## config.mk

```make
export PLATFORM = sky130hd
export DESIGN_NAME = output_drain
export DESIGN_NICKNAME = d
export VERILOG_FILES = /design/src/rtl/output_drain_pkg.sv /design/src/rtl/output_drain_fifo.sv /design/src/rtl/output_drain.sv
export SDC_FILE = /design/constraint.sdc
export NUM_CORES = 1
export LEC_CHECK = 0
export CORE_UTILIZATION = 54
export CTS_CLUSTER_DIAMETER = 150
export DETAILED_ROUTE_END_ITERATION = 6
export PLACE_DENSITY_LB_ADDON = 0.15
export SETUP_SLACK_MARGIN = 0.3
export SLEW_MARGIN = 20
export SYNTH_ARGS = -nofsm -noshare
export SYNTH_HDL_FRONTEND = slang
export SYNTH_SLANG_ARGS = --single-unit
```

## constraint.sdc

```tcl
create_clock -name CLK -period 7.44 [get_ports CLK]
set_input_delay 0.744 -clock CLK [delete_from_list [all_inputs] [get_ports CLK]]
set_output_delay 0.744 -clock CLK [all_outputs]
set_load 0.1 [all_outputs]
```

## src/rtl/output_drain_pkg.sv

```systemverilog
// Shared widths, burst limit and FSM encoding for the output_buffer read-side drain.
package output_drain_pkg;
  localparam int OD_ADDR_W   = 13;
  localparam int OD_DATA_W   = 128;
  localparam int OD_MAX_ROWS = 32;
  localparam int OD_LEN_W    = $clog2(OD_MAX_ROWS) + 1;

  typedef enum logic [1:0] {
    IDLE,
    READ,
    WAIT,
    FIN
  } state_e;
endpackage

```

## src/rtl/output_drain_fifo.sv

```systemverilog
// drain_fifo: 2-entry shift FIFO with registered head; a push on the cycle a pop empties it lands in the head.
// Push is never refused; the producer must gate pushes on count so the FIFO cannot overflow.
module drain_fifo #(
  parameter int W = 128
) (
  input  logic         clk,
  input  logic         rst_n,
  input  logic         push_vld,
  input  logic [W-1:0] push_dat,
  output logic         pop_vld,
  input  logic         pop_rdy,
  output logic [W-1:0] pop_dat,
  output logic [1:0]   count
);
  logic [W-1:0] head_q, head_d, tail_q, tail_d;
  logic [1:0]   cnt_q, cnt_d;
  logic         pop;

  assign pop     = pop_rdy && (cnt_q != 2'd0);
  assign pop_vld = (cnt_q != 2'd0);
  assign pop_dat = head_q;
  assign count   = cnt_q;

  always_comb begin
    head_d = head_q;
    tail_d = tail_q;
    cnt_d  = cnt_q;
    unique case ({push_vld, pop})
      2'b10: begin
        if (cnt_q == 2'd0) head_d = push_dat;
        else               tail_d = push_dat;
        cnt_d = cnt_q + 2'd1;
      end
      2'b01: begin
        head_d = tail_q;
        cnt_d  = cnt_q - 2'd1;
      end
      2'b11: begin
        if (cnt_q == 2'd1) begin
          head_d = push_dat;
        end else begin
          head_d = tail_q;
          tail_d = push_dat;
        end
      end
      default: ;
    endcase
  end

  always_ff @(posedge clk or negedge rst_n) begin
    if (!rst_n) begin
      head_q <= '0;
      tail_q <= '0;
      cnt_q  <= 2'd0;
    end else begin
      head_q <= head_d;
      tail_q <= tail_d;
      cnt_q  <= cnt_d;
    end
  end
endmodule

```

## src/rtl/output_drain.sv

```systemverilog
// Drains a burst of rows from output_buffer into a valid/ready stream; first beat 2 cycles after start.
// Reads are credit-gated so captured plus in-flight rows never exceed the 2-entry FIFO under backpressure.
module output_drain
  import output_drain_pkg::*;
#(
  parameter int ADDR_W = OD_ADDR_W,
  parameter int DATA_W = OD_DATA_W,
  parameter int LEN_W  = OD_LEN_W
) (
  input  logic              CLK,
  input  logic              RETN,
  input  logic              start,
  input  logic [ADDR_W-1:0] base_addr,
  input  logic [LEN_W-1:0]  num_rows,
  output logic              busy,
  output logic              done,
  output logic              buf_CEN,
  output logic              buf_WEN,
  output logic [ADDR_W-1:0] buf_A,
  input  logic [DATA_W-1:0] buf_Q,
  output logic [DATA_W-1:0] m_data,
  output logic              m_valid,
  input  logic              m_ready,
  output logic              m_last
);
  state_e            state_q, state_d;
  logic [ADDR_W-1:0] addr_q, addr_d;
  logic [LEN_W-1:0]  len_q, len_d;
  logic [LEN_W-1:0]  issued_q, issued_d;
  logic [LEN_W-1:0]  beats_q, beats_d;
  logic              inflight_q, inflight_d;
  logic [1:0]        fifo_cnt;
  logic              pop, issue, last_issue;

  drain_fifo #(.W(DATA_W)) u_fifo (
    .clk      (CLK),
    .rst_n    (RETN),
    .push_vld (inflight_q),
    .push_dat (buf_Q),
    .pop_vld  (m_valid),
    .pop_rdy  (m_ready),
    .pop_dat  (m_data),
    .count    (fifo_cnt)
  );

  // A beat leaving this cycle frees a slot for the read issued this cycle.
  assign pop        = m_valid && m_ready;
  assign issue      = (state_q == READ) &&
                      (({1'b0, fifo_cnt} + {2'b00, inflight_q}) < (3'd2 + {2'b00, pop}));
  assign last_issue = (issued_q == (len_q - LEN_W'(1)));

  assign m_last  = m_valid && (beats_q == (len_q - LEN_W'(1)));
  assign buf_CEN = !issue;
  assign buf_WEN = 1'b1;
  assign buf_A   = addr_q;
  assign busy    = (state_q == READ) || (state_q == WAIT);
  assign done    = (state_q == FIN);

  always_comb begin
    state_d    = state_q;
    addr_d     = addr_q;
    len_d      = len_q;
    issued_d   = issued_q;
    beats_d    = pop ? (beats_q + LEN_W'(1)) : beats_q;
    inflight_d = issue;
    case (state_q)
      IDLE: begin
        if (start) begin
          addr_d   = base_addr;
          len_d    = num_rows;
          issued_d = '0;
          beats_d  = '0;
          state_d  = (num_rows == '0) ? FIN : READ;
        end
      end
      READ: begin
        if (issue) begin
          addr_d   = addr_q + ADDR_W'(1);
          issued_d = issued_q + LEN_W'(1);
          if (last_issue) state_d = WAIT;
        end
      end
      WAIT: begin
        if (pop && m_last) state_d = FIN;
      end
      FIN:     state_d = IDLE;
      default: state_d = IDLE;
    endcase
  end

  always_ff @(posedge CLK or negedge RETN) begin
    if (!RETN) begin
      state_q    <= IDLE;
      addr_q     <= '0;
      len_q      <= '0;
      issued_q   <= '0;
      beats_q    <= '0;
      inflight_q <= 1'b0;
    end else begin
      state_q    <= state_d;
      addr_q     <= addr_d;
      len_q      <= len_d;
      issued_q   <= issued_d;
      beats_q    <= beats_d;
      inflight_q <= inflight_d;
    end
  end
endmodule

```

# [Yosys cells after proc, flatten, opt, wreduce, memory -nomap -nowiden]
# Index checks and enable logic that the tools add are counted.
[op_classes] n_addsub=8 magnitude_cmp=1 eq_ne=16 mux=22 n_reduce_logical=19
[op_table] operator="$mux W128" count=4
[op_table] operator="$pmux W128 S3" count=1
[op_table] operator="$pmux W128 S2" count=1
[op_table] operator="$mux W6" count=5
[op_table] operator="$mux W13" count=2
[op_table] operator="$pmux W13 S2" count=1
[op_table] operator="$add A13 B1 Y13 const B" count=1
[op_table] operator="$add A6 B1 Y6 const B" count=2
[op_table] operator="$eq A6 B6 Y1" count=2
[op_table] operator="$pmux W6 S2" count=1
[op_table] operator="$mux W2" count=5
[op_table] operator="$ne A2 B2 Y1 const B" count=5
[op_table] operator="$eq A2 B2 Y1 const B" count=4
[op_table] operator="$pmux W2 S4" count=1
[op_table] operator="$reduce_bool A2 Y1" count=4
[op_table] operator="$eq A2 B1 Y1 const B" count=3
[op_table] operator="$logic_not A6 Y1" count=1
[op_table] operator="$reduce_and A3 Y1" count=2
[op_table] operator="$sub A6 B1 Y6 const B" count=1
[op_table] operator="$logic_and A1 B1 Y1" count=4
[op_table] operator="$logic_not A2 Y1" count=2
[op_table] operator="$ne A2 B1 Y1 const B" count=2
[op_table] operator="$pmux W2 S2" count=1
[op_table] operator="$reduce_and A2 Y1" count=2
[op_table] operator="other kinds (9)" count=9
[totals] ff_bits=292 input_bits=151 out_inout_bits=147 word_cells=75

# [Logic depth before layout (Yosys ltp)]
[logic_depth] word_depth=7 ltp_mapped=11 mapped_depth_nobuf=8

# [By module]
# From an unflattened synthesis, not the netlist that was laid out.
[hier_totals] hier_cells=1269 hier_area_um2=13825.8
[by_module_without_submodules] mod="drain_fifo" instances=1 cells_each=1023 area_per_inst_um2=11634.9 seq_area_each_um2=6456.2
[by_module_without_submodules] mod="output_drain" instances=1 cells_each=246 area_per_inst_um2=2190.9 seq_area_each_um2=850.8

# [Worst setup path before layout]
# OpenSTA, ideal clock, no wires.
[synth_path] path_kind="reg2out" startpoint="register len_q[0]" endpoint="output port m_last" arrival_time_ns=3.408 required_ns=6.696 path_slack_ns=3.288 stages_incl_launch_ff=7 path_cell_list="dfrtp_1 > inv_1 > ha_1 > xnor2_1 > nor4b_2 > mux2i_1 > nor3_1"
[synth_via] elab_chain_len=3
[synth_rtl] element="start: declaration" line="output_drain.sv:28" rtl="logic [LEN_W-1:0] len_q, len_d;"
[synth_rtl] element="start signal: assignment" line="output_drain.sv:102" rtl="len_q <= len_d;"
[synth_rtl] element="$sub A6 B1 Y6" line="output_drain.sv:52" rtl="assign m_last = m_valid && (beats_q == (len_q - LEN_W'(1)));"
[synth_rtl] element="$eq A6 B6 Y1" line="output_drain.sv:52"
[synth_rtl] element="$logic_and A1 B1 Y1" line="output_drain.sv:52"
[synth_rtl] element="end: declaration" line="output_drain.sv:24" rtl="output logic m_last"
# Every way passes these cells.

# [Worst setup path after layout]
[layout_path] startpoint="register u_fifo.cnt_q[0], in the netlist u_fifo.count[0]" endpoint="output port buf_CEN"
[layout_via] elab_chain_len=6
[layout_rtl] element="start: declaration" line="output_drain_fifo.sv:16" rtl="logic [1:0] cnt_q, cnt_d;"
[layout_rtl] element="start signal: assignment" line="output_drain_fifo.sv:58" rtl="cnt_q <= cnt_d;"
[layout_rtl] element="$reduce_bool A2 Y1" line="output_drain_fifo.sv:20" rtl="assign pop_vld = (cnt_q != 2'd0);"
[layout_rtl] element="$logic_and A1 B1 Y1" line="output_drain.sv:47" rtl="assign pop = m_valid && m_ready;"
[layout_rtl] element="$add A2 B1 Y3" line="output_drain.sv:49" rtl="(({1'b0, fifo_cnt} + {2'b00, inflight_q}) < (3'd2 + {2'b00, pop}));"
[layout_rtl] element="$lt A3 B3 Y1 (*)" line="output_drain.sv:49"
[layout_rtl] element="$logic_and A1 B1 Y1 (*)" line="output_drain.sv:48" rtl="assign issue = (state_q == READ) &&"
[layout_rtl] element="$logic_not A1 Y1 (*)" line="output_drain.sv:53" rtl="assign buf_CEN = !issue;"
[layout_rtl] element="end: declaration" line="output_drain.sv:17" rtl="output logic buf_CEN,"
# Mark *: on every way between the ends. The rest lies on a longest branch, timed or not.

==> impl_metrics.tcl <==
set metrics [dict create \
    status "completed" \
    finalNetCount 1531 \
    htree_levels 1 \
    critPathSlowestCell "clkdlybuf4s50_1" \
    cp-end-kind "output pin" \
    hpwl_mm 18.7 \
    synth_flop_cell "dfrtp_1" \
    ys_seq_area_share_pct 57.8 \
    grt_max_degree 239 \
    grt_overflow 0 \
    synthCells 1107 \
    initial_core_util_pct 55.5 \
    grt_first_pass_wirelength_mm 48.2 \
    post-cts-setup-buffer-count 0 \
    fillers 1558 \
    drt_first_pass_iters 6 \
    finalCritPeriodShare_pct 57.4 \
    viasPerCell 5.57 \
    cts_root_buffer "clkbuf_16" \
    port_buffers 296 \
    yosys_warnings 0 \
    cts.clk_slew.worst_paths_ns 0.06 \
    critPathMaxFanout 11 \
    die-area_um2 24000 \
    cts_hold_buf 0 \
    worstSetupStartpointType "flip-flop" \
    worstSkewPairLatency_ns 0.55 \
    hold_class "input port to asynchronous set/reset pin" \
    drv_slew 0 \
    gp_congestion 0.779 \
    final_common_cell "clkdlybuf4s50_1" \
    syn_area_per_cell_um2 11.4 \
    setup_tns_ns 0 \
    fmax_mhz 234 \
    clkSinkCount 292 \
    grt_setup_unrepaired "false" \
    crit_chain "inv_1, ha_1, nor2b_1, a21o_1, nand2_1, clkdlybuf4s50_1" \
    cp_data_required_time_ns 6.70 \
    syn-cell-area_um2 12600 \
    ys_seq_elements 292 \
    synthArstFlopShare_pct 100 \
    drtIter0Drc 551 \
    antenna_found_initial 2 \
    ant_nets 0 \
    area_growth_pct 33.3 \
    io_pins 298 \
    layout_setup_ws_ns 3.17 \
    grt.total_usage_pct 24.9 \
    cts_tree "yes" \
    syn_nets 1274 \
    setup_violations 0 \
    num_rows 55 \
    drc 0 \
    synth_edf_count 0 \
    drv_cap 0 \
    cts_max_path_buffers 3 \
    synthDistinctLibCells 51 \
    pre_cts_slack_ns 3.29 \
    worstPathArrival_ns 3.53 \
    hold_slack_ns 0.242 \
    layout_common_cells "295 x clkdlybuf4s50_1, 292 x dfrtp_1, 164 x nand2_1, 146 x o21ai_1, 138 x a22oi_1" \
    tightest_slew_ns 1.21 \
    relSlewSlack_pct 19.3 \
    period_minus_slack_ns 4.27 \
    cts_buffers 31 \
    cts_resized 0 \
    drt_wl_total_mm 29.9 \
    num_vias 9479 \
    critPathMaxStageDelay_ns 1.01 \
    avgRoutedWirePerCell_um 17.6 \
    drive_gt1_share_pct 14.8 \
    worst-setup-path-type "flip-flop to output pin" \
    die_w_um 155 \
    clock_skew_ns 0.0115 \
    grt_pass1_vias 9293 \
    core_um2 22800 \
    final-hold-violation-count 0 \
    die_h_um 155 \
]
==> cell families after synthesis <==
group	share of synthesized area, %
AO/OA/AOI/OAI	16.3
XOR/XNOR	1.35
adder cells (fa/ha/maj)	1.58
buffers and inverters	3.29
flip-flops	57.8
multiplexers	11.9
other	0.0296
AND/OR/NAND/NOR	7.81
==> stage by stage <==
step | std cells | area (um^2) | util, %
floorplan | 1107 | 12600 | -
global placement | 1644 | 15800 | 69.2
detailed placement | 1644 | 15800 | 69.2
CTS | 1699 | 16900 | 74.0
global route | 1701 | 16900 | 74.0
finish | 1701 | 16900 | 74.0
==> final timing paths <==
check,startpoint,endpoint,slack [ns],cells after the start
min reg2reg,u_fifo.pop_dat[42]$_DFFE_PN0P_,u_fifo.pop_dat[42]$_DFFE_PN0P_,0.48,2
max in group asynchronous,RETN,u_fifo.pop_dat[91]$_DFFE_PN0P_,5.74,2
max,u_fifo.count[0]$_DFFE_PN0P_,buf_CEN,3.17,6
min in group CLK,u_fifo.pop_dat[42]$_DFFE_PN0P_,u_fifo.pop_dat[42]$_DFFE_PN0P_,0.48,2
max reg2reg,u_fifo.count[0]$_DFFE_PN0P_,u_fifo.pop_dat[49]$_DFFE_PN0P_,3.62,8
min,RETN,u_fifo.tail_q[10]$_DFFE_PN0P_,0.24,1
==> worst max-delay path: cells and delay by family (launching register included) <==
family	cells	cell delay [ns]
buffers and inverters	2	1.07
flip-flops	1	0.42
AND/OR/NAND/NOR	2	0.85
AO/OA/AOI/OAI	1	0.31
adder cells (fa/ha/maj)	1	0.32
==> metal layers <==
layer	global-route usage, %	wire length (um)	vias up
li1	-	-	4489
met1	33.9	12900	4650
met2	39.9	14000	296
met3	5.96	2220	44
met4	6.84	677	0
met5	0	0	-
==> cells in the mapped netlist, types with 2 or more instances <==
| master | number | area (um^2) |
|---|---|---|
| dfrtp_1 | 292 | 7310 |
| nand2_1 | 164 | 616 |
| o21ai_1 | 146 | 731 |
| a22oi_1 | 138 | 1040 |
| mux2_2 | 129 | 1450 |
| clkbuf_1 | 46 | 173 |
| buf_2 | 24 | 120 |
| a21oi_1 | 16 | 80.1 |
| ha_1 | 16 | 200 |
| inv_1 | 14 | 52.6 |
| nor2_1 | 14 | 52.6 |
| nor3_1 | 14 | 70.1 |
| o21ai_0 | 10 | 50.1 |
| nand3_1 | 9 | 45.0 |
| buf_4 | 8 | 60.1 |
| xnor2_1 | 8 | 70.1 |
| nand4_1 | 6 | 37.5 |
| xor2_1 | 6 | 52.6 |
| mux2i_1 | 5 | 50.1 |
| a21o_1 | 3 | 22.5 |
| o21a_1 | 3 | 22.5 |
| a21boi_0 | 2 | 15.0 |
| a21oi_2 | 2 | 17.5 |
| and2_2 | 2 | 15.0 |
| nor2b_1 | 2 | 12.5 |
| nor4bb_1 | 2 | 20.0 |
| o31ai_1 | 2 | 15.0 |
==> flip-flops by register name, indices dropped and copies added, names as in the netlist <==
signal,flops
u_fifo.pop_dat,128
u_fifo.tail_q,128
buf_A,13
beats_q,6
issued_q,6
len_q,6
state_q,2
u_fifo.count,2
inflight_q,1
==> layout make-up <==
| class | count | area (um^2) | share of cell area [%] |
|---|---|---|---|
| clock inverters | 16 | 245 | 1.45 |
| repair buffers | 303 | 3050 | 18.1 |
| multi-input cells | 722 | 4960 | 29.4 |
| flip-flops and latches | 292 | 7310 | 43.3 |
| well taps | 313 | 392 | 2.32 |
| clock buffers | 39 | 856 | 5.08 |
| diodes | 2 | 5.00 | 0.0297 |
| inverters | 14 | 52.6 | 0.312 |
Power is left out: the tool's default activity adds up to more than one toggle a clock period on the data nets, which glitch-free logic cannot reach.
